### config.mk
export PLATFORM = sky130hd
export DESIGN_NAME = fp_operand_unpack_flat
export DESIGN_NICKNAME = d
export VERILOG_FILES = /design/src/rtl/fp_operand_unpack_if.sv /design/src/rtl/fp_operand_unpack.sv /design/src/flat_wrapper.sv
export SDC_FILE = /design/constraint.sdc
export NUM_CORES = 1
export LEC_CHECK = 0
export BUFFER_PORTS_ARGS = -buffer_cell sky130_fd_sc_hd__buf_2
export CORE_MARGIN = 2
export CORE_UTILIZATION = 43
export CTS_BUF_LIST = sky130_fd_sc_hd__clkbuf_4 sky130_fd_sc_hd__clkbuf_8
export DETAILED_ROUTE_END_ITERATION = 16
export PLACE_DENSITY = 0.78
export SKIP_CTS_REPAIR_TIMING = 1
export SKIP_LAST_GASP = 1
export SLEW_MARGIN = 5
export SYNTH_ARGS = -nofsm -noshare
export SYNTH_HDL_FRONTEND = slang
export SYNTH_SLANG_ARGS = --single-unit
### constraint.sdc
create_clock -name clk -period 2.1 [get_ports clk]
set_input_delay 0.42 -clock clk [delete_from_list [all_inputs] [get_ports clk]]
set_output_delay 0.42 -clock clk [all_outputs]
set_load 0.01 [all_outputs]
### src/rtl/fp_operand_unpack_if.sv
// Handshake/bus bundle for fp_operand_unpack: operand pair in, unpacked fields out.
// EXP_SIZE / MANTIS_SIZE default from the `EXP_SIZE / `MANTIS_SIZE macros when defined.
`ifndef EXP_SIZE
`define EXP_SIZE 8
`endif
`ifndef MANTIS_SIZE
`define MANTIS_SIZE 23
`endif

interface fp_operand_unpack_if #(
    parameter int EXP_SIZE    = `EXP_SIZE,
    parameter int MANTIS_SIZE = `MANTIS_SIZE
);
    localparam int W = 1 + EXP_SIZE + MANTIS_SIZE;

    logic                   in_valid;
    logic                   in_ready;
    logic [W-1:0]           in_A;
    logic [W-1:0]           in_B;
    logic                   op_sub;
    logic                   out_valid;
    logic                   out_ready;
    logic                   sign_A;
    logic                   sign_B;
    logic [EXP_SIZE-1:0]    exp_A;
    logic [EXP_SIZE-1:0]    exp_B;
    logic [MANTIS_SIZE-1:0] mantis_A;
    logic [MANTIS_SIZE-1:0] mantis_B;
    logic [2:0]             type_A;
    logic [2:0]             type_B;

    modport master (
        output in_valid, in_A, in_B, op_sub, out_ready,
        input  in_ready, out_valid, sign_A, sign_B, exp_A, exp_B,
               mantis_A, mantis_B, type_A, type_B
    );

    modport slave (
        input  in_valid, in_A, in_B, op_sub, out_ready,
        output in_ready, out_valid, sign_A, sign_B, exp_A, exp_B,
               mantis_A, mantis_B, type_A, type_B
    );
endinterface

### src/rtl/fp_operand_unpack.sv
// FP add/sub operand unpack stage: splits and classifies an operand pair into registered fields.
// FP_UNPACK_SKID_EN adds a one-entry skid register so in_ready is registered.
`ifndef EXP_SIZE
`define EXP_SIZE 8
`endif
`ifndef MANTIS_SIZE
`define MANTIS_SIZE 23
`endif

module fp_operand_unpack #(
    parameter int EXP_SIZE    = `EXP_SIZE,
    parameter int MANTIS_SIZE = `MANTIS_SIZE
) (
    input logic              clk,
    input logic              rst,
    fp_operand_unpack_if.slave bus
);
    localparam int W = 1 + EXP_SIZE + MANTIS_SIZE;

    typedef enum logic [2:0] {
        T_ZERO      = 3'b000,
        T_INF       = 3'b001,
        T_SUBNORMAL = 3'b010,
        T_NORMAL    = 3'b011,
        T_NAN       = 3'b100
    } fp_type_e;

    typedef struct packed {
        logic                   sign_a;
        logic [EXP_SIZE-1:0]    exp_a;
        logic [MANTIS_SIZE-1:0] mant_a;
        fp_type_e               type_a;
        logic                   sign_b;
        logic [EXP_SIZE-1:0]    exp_b;
        logic [MANTIS_SIZE-1:0] mant_b;
        fp_type_e               type_b;
    } fields_t;

    function automatic fp_type_e classify(input logic [EXP_SIZE-1:0]    e,
                                          input logic [MANTIS_SIZE-1:0] m);
        fp_type_e t;
        if (e == '0)
            t = (m == '0) ? T_ZERO : T_SUBNORMAL;
        else if (e == '1)
            t = (m == '0) ? T_INF : T_NAN;
        else
            t = T_NORMAL;
        return t;
    endfunction

    fields_t in_fields;
    fields_t main_q;
    logic    main_valid_q;
    logic    in_ready_w;
    logic    accept;
    logic    consume;

    always_comb begin
        in_fields        = '0;
        in_fields.sign_a = bus.in_A[W-1];
        in_fields.exp_a  = bus.in_A[W-2:MANTIS_SIZE];
        in_fields.mant_a = bus.in_A[MANTIS_SIZE-1:0];
        in_fields.type_a = classify(in_fields.exp_a, in_fields.mant_a);
        in_fields.exp_b  = bus.in_B[W-2:MANTIS_SIZE];
        in_fields.mant_b = bus.in_B[MANTIS_SIZE-1:0];
        in_fields.type_b = classify(in_fields.exp_b, in_fields.mant_b);
        // Subtraction folds into B's sign; a NaN keeps its payload sign untouched.
        in_fields.sign_b = (in_fields.type_b == T_NAN) ? bus.in_B[W-1]
                                                       : (bus.in_B[W-1] ^ bus.op_sub);
    end

    assign accept  = bus.in_valid && in_ready_w;
    assign consume = main_valid_q && bus.out_ready;

`ifdef FP_UNPACK_SKID_EN
    fields_t skid_q;
    logic    skid_valid_q;

    assign in_ready_w = !skid_valid_q;

    always_ff @(posedge clk or posedge rst) begin
        if (rst) begin
            main_q       <= '0;
            main_valid_q <= 1'b0;
            skid_q       <= '0;
            skid_valid_q <= 1'b0;
        end else if (!main_valid_q || consume) begin
            // Main frees up: drain skid first to keep FIFO order; accept is blocked while skid is full.
            if (skid_valid_q) begin
                main_q       <= skid_q;
                skid_valid_q <= 1'b0;
            end else if (accept) begin
                main_q       <= in_fields;
                main_valid_q <= 1'b1;
            end else begin
                main_valid_q <= 1'b0;
            end
        end else if (accept) begin
            skid_q       <= in_fields;
            skid_valid_q <= 1'b1;
        end
    end
`else
    assign in_ready_w = !main_valid_q || bus.out_ready;

    always_ff @(posedge clk or posedge rst) begin
        if (rst) begin
            main_q       <= '0;
            main_valid_q <= 1'b0;
        end else if (accept) begin
            main_q       <= in_fields;
            main_valid_q <= 1'b1;
        end else if (bus.out_ready) begin
            main_valid_q <= 1'b0;
        end
    end
`endif

    assign bus.in_ready  = in_ready_w;
    assign bus.out_valid = main_valid_q;
    assign bus.sign_A    = main_q.sign_a;
    assign bus.exp_A     = main_q.exp_a;
    assign bus.mantis_A  = main_q.mant_a;
    assign bus.type_A    = main_q.type_a;
    assign bus.sign_B    = main_q.sign_b;
    assign bus.exp_B     = main_q.exp_b;
    assign bus.mantis_B  = main_q.mant_b;
    assign bus.type_B    = main_q.type_b;
endmodule

### src/flat_wrapper.sv
// flat-port wrapper written by rule: the top's interface ports become plain ports
module fp_operand_unpack_flat 
#(
    parameter int EXP_SIZE    = `EXP_SIZE,
    parameter int MANTIS_SIZE = `MANTIS_SIZE
)
  (clk, rst, bus_in_valid, bus_in_A, bus_in_B, bus_op_sub, bus_out_ready, bus_in_ready, bus_out_valid, bus_sign_A, bus_sign_B, bus_exp_A, bus_exp_B, bus_mantis_A, bus_mantis_B, bus_type_A, bus_type_B);
  fp_operand_unpack_if #(.EXP_SIZE(EXP_SIZE), .MANTIS_SIZE(MANTIS_SIZE)) bus_i ();
  input logic clk;
  input logic rst;
  input wire logic [$bits(bus_i.in_valid)-1:0] bus_in_valid;
  input wire logic [$bits(bus_i.in_A)-1:0] bus_in_A;
  input wire logic [$bits(bus_i.in_B)-1:0] bus_in_B;
  input wire logic [$bits(bus_i.op_sub)-1:0] bus_op_sub;
  input wire logic [$bits(bus_i.out_ready)-1:0] bus_out_ready;
  output wire logic [$bits(bus_i.in_ready)-1:0] bus_in_ready;
  output wire logic [$bits(bus_i.out_valid)-1:0] bus_out_valid;
  output wire logic [$bits(bus_i.sign_A)-1:0] bus_sign_A;
  output wire logic [$bits(bus_i.sign_B)-1:0] bus_sign_B;
  output wire logic [$bits(bus_i.exp_A)-1:0] bus_exp_A;
  output wire logic [$bits(bus_i.exp_B)-1:0] bus_exp_B;
  output wire logic [$bits(bus_i.mantis_A)-1:0] bus_mantis_A;
  output wire logic [$bits(bus_i.mantis_B)-1:0] bus_mantis_B;
  output wire logic [$bits(bus_i.type_A)-1:0] bus_type_A;
  output wire logic [$bits(bus_i.type_B)-1:0] bus_type_B;
  assign bus_i.in_valid = bus_in_valid;
  assign bus_i.in_A = bus_in_A;
  assign bus_i.in_B = bus_in_B;
  assign bus_i.op_sub = bus_op_sub;
  assign bus_i.out_ready = bus_out_ready;
  assign bus_in_ready = bus_i.in_ready;
  assign bus_out_valid = bus_i.out_valid;
  assign bus_sign_A = bus_i.sign_A;
  assign bus_sign_B = bus_i.sign_B;
  assign bus_exp_A = bus_i.exp_A;
  assign bus_exp_B = bus_i.exp_B;
  assign bus_mantis_A = bus_i.mantis_A;
  assign bus_mantis_B = bus_i.mantis_B;
  assign bus_type_A = bus_i.type_A;
  assign bus_type_B = bus_i.type_B;
  fp_operand_unpack #(.EXP_SIZE(EXP_SIZE), .MANTIS_SIZE(MANTIS_SIZE)) u_core (.clk(clk), .rst(rst), .bus(bus_i));
endmodule
==> summary.md <==
| Metric | Value |
|---|---|
| Drt pass-1 iters | `4` |
| Combinational power share | `19.7%` |
| Max Slew Vio Count | `0` |
| Crit. End Element | `flip-flop` |
| Required time worst endpoint | `2320 ps` |
| Die width | `86 µm` |
| Skew final | `10.22 ps` |
| HPWL Detailed | `5238 µm` |
| Post-DRT Antenna Nets | `0` |
| Post-synth top area share | `61.45%` |
| Sink Count | `71` |
| Starting density of the core | `45.02%` |
| Grt ovf | `0` |
| Placement Cell Area | `3721 µm²` |
| CP Class | `flip-flop to flip-flop` |
| Port-buffer cells | `140` |
| Leakage | `0.001873 µW` |
| Synthesis-stage register bit count | `71` |
| Via density | `5.083` |
| Initial antenna violation count | `0` |
| Finish-stage setup viols | `0` |
| Worst-margin pin slew | `572.3 ps` |
| Ant. Diodes | `0` |
| Max VDD drop | `0.0004652 V` |
| Post-synthesis sequential area ratio | `61.45%` |
| EDFF count, synth | `0` |
| R2r endpoint | `u_core.bus.exp_B[5]` |
| Setup TNS | `0 ps` |
| Total of max-cap violations | `0` |
| Area grow syn2layout | `36.35%` |
| Clock Tree Root | `clkbuf_8` |
| Endpoints failing hold | `0` |
| Multi-input logic area | `1054 µm²` |
| Number of CTS-inserted buffers | `9` |
| Routed vias | `2201` |
| RSZ-0062 raised after global routing | `no` |
| Clock latency on the worst-skew pair | `340 ps` |
| # rows | `29` |
| Slew headroom | `61.77%` |
| Fin area | `3943 µm²` |
| Tcrit/Tclk final | `75.08%` |
| Reg-to-reg slack, setup | `520 ps` |
| Syn nets | `271` |
| Status | `finished, final reports clean` |
| Synth warn | `0` |
| CP Data Arrival Time | `1790 ps` |
| Async set-reset flop share out of synthesis | `100.0%` |
| Initial DRC Count | `89` |
| Clock period minus worst slack | `1577 ps` |
| RePlAce Congestion | `0.8265` |
| Flop pwr share | `46.3%` |
| Max Clock Freq | `634.3 MHz` |
| Total core area | `6422 µm²` |
| Syn Area/Cell | `14.31 µm²` |
| Most common cell in the netlist | `dfrtp_1` |
| Largest area contributor in the netlist | `dfrtp_1` |
| CP Launch Type | `flip-flop` |
| Clock slew at reported path FFs | `80 ps` |
| Most frequent cells after synthesis | `dfrtp_1, mux2_2, nand2_1` |
| Sw Share | `26.51%` |
| Die H | `86 µm` |
| Avg WL per Cell | `15.58 µm` |
| CTS tree | `yes` |
| Pint | `2618 µW` |
| Mapped Area | `2892 µm²` |
| Layout cells sized above 1 | `64.33%` |
| Cells on worst reg2reg path | `4` |
| Register area | `1777 µm²` |
| GR Util All Layers | `19.05%` |
| Pin count of the biggest net entering global routing | `27` |
| Clock power share | `34.0%` |
| Htree depth | `3` |
| Filler cell count | `527` |
| Vias in the first global route | `2212` |
| Ports | `141` |
| First-pass GRT wire length | `10860 µm` |
| Switch Pwr | `944.7 µW` |
| Synth cell types | `22` |
| Final Routed Wirelength | `6748 µm` |
| Nets | `420` |
| DRC | `0` |
| Gate Count Post-Synth | `202` |
| P per Cell Area | `903.8 nW/µm²` |
| DIE AREA | `7396 µm²` |
| Top cells by area, synth | `dfrtp_1, mux2_2, nor4_1` |
| Worst hold path class | `input pin to asynchronous set/reset pin` |
| CP max FO | `11` |
| Clock Tree Buf Depth | `2` |
| Top FF cell, synth | `dfrtp_1` |
| FF-to-FF Start | `u_core.bus.out_valid` |
==> stage by stage <==
stage	worst slack (ps)	hold slack [ps]	total power (µW)	instances	utilization (%)
2_1_floorplan	520.2	511.5	2037	202	-
3_3_place_gp	268.2	459.8	2364	417	57.94
3_5_place_dp	232.2	464.0	2391	417	57.94
4_1_cts	513.2	152.7	3600	433	61.39
5_1_grt	402.2	163.8	3742	433	61.39
6_report	523.4	127.1	3563	433	61.39
==> cells in the final DEF (no fill, tap or decap) <==
cell	count
a22o_1	2
nor3_1	5
bufinv_16	2
nor4_2	3
clkbuf_8	10
buf_12	3
clkinv_2	3
clkinvlp_4	1
o221ai_1	1
nand4_1	6
buf_2	140
nand4b_1	2
or3_1	1
nor4_1	11
nand2_1	14
and2_2	1
dfrtp_1	71
buf_4	3
o31ai_1	2
nor2_1	2
o2111a_1	1
inv_1	1
o21ai_0	4
mux2_2	62
a21oi_1	2
clkinv_4	1
nand2b_1	2
==> power groups by stage <==
| stage | logic, µW | registers, µW | clock network (µW) |
|---|---|---|---|
| final | 702 | 1650 | 1210 |
| after global routing | 762 | 1680 | 1310 |
| after CTS | 716 | 1650 | 1230 |
| after detailed placement | 715 | 1680 | 0 |
| after global placement | 698 | 1670 | 0 |
| after floorplan | 267 | 1770 | 0 |
==> cell families after synthesis <==
group                  after synthesis  synth area share [%]
flip-flops                          71                 61.45
AND/OR/NAND/NOR                     47                 9.391
AO/OA/AOI/OAI                       12                 2.856
buffers and inverters               10                 2.164
multiplexers                        62                 24.15
==> critical path, stage by stage, from the launching register on <==
cell and delay [ps]:
dfrtp_1 390, nand2b_1 180, and2_2 310, buf_4 230
mux2_2 350
==> flip-flops by register name, indices dropped and copies added (netlist names) <==
| signal | count |
|---|---|
| u_core.bus.sign_A | 1 |
| u_core.bus.out_valid | 1 |
| u_core.bus.type_A | 3 |
| u_core.bus.exp_A | 8 |
| u_core.bus.sign_B | 1 |
| u_core.bus.mantis_A | 23 |
| u_core.bus.mantis_B | 23 |
| u_core.bus.type_B | 3 |
| u_core.bus.exp_B | 8 |
==> worst max path at each step <==
stage                              start                       to  slack (ps)  depth (start not counted)
floorplan                  bus_out_ready  u_core.bus.mantis_A[10]         520                          5
global placement            bus_in_B[16]        u_core.bus.sign_B         270                          5
detailed placement          bus_in_B[16]        u_core.bus.sign_B         230                          5
CTS                 u_core.bus.out_valid      u_core.bus.exp_B[5]         510                          4
global route        u_core.bus.out_valid      u_core.bus.exp_B[5]         400                          4
finish              u_core.bus.out_valid      u_core.bus.exp_B[5]         520                          4
==> final cells by class <==
class                   instances  area share (%)
clock buffers                  10           3.491
clock inverters                 6           2.126
repair buffers                146           19.87
well taps                      77           2.444
flip-flops and latches         71           45.06
inverters                       2          0.2856
multi-input cells             121           26.72
==> metal layers <==
| metal | global-route usage (%) | up-vias | wire, µm |
|---|---|---|---|
| met5 | 0 | - | 0 |
| met4 | 8.658 | 0 | 98 |
| li1 | - | 1050 | - |
| met2 | 31.57 | 84 | 3462 |
| met1 | 23.93 | 1058 | 2756 |
| met3 | 4.042 | 9 | 430 |
Power figures use the tool's default switching activity.
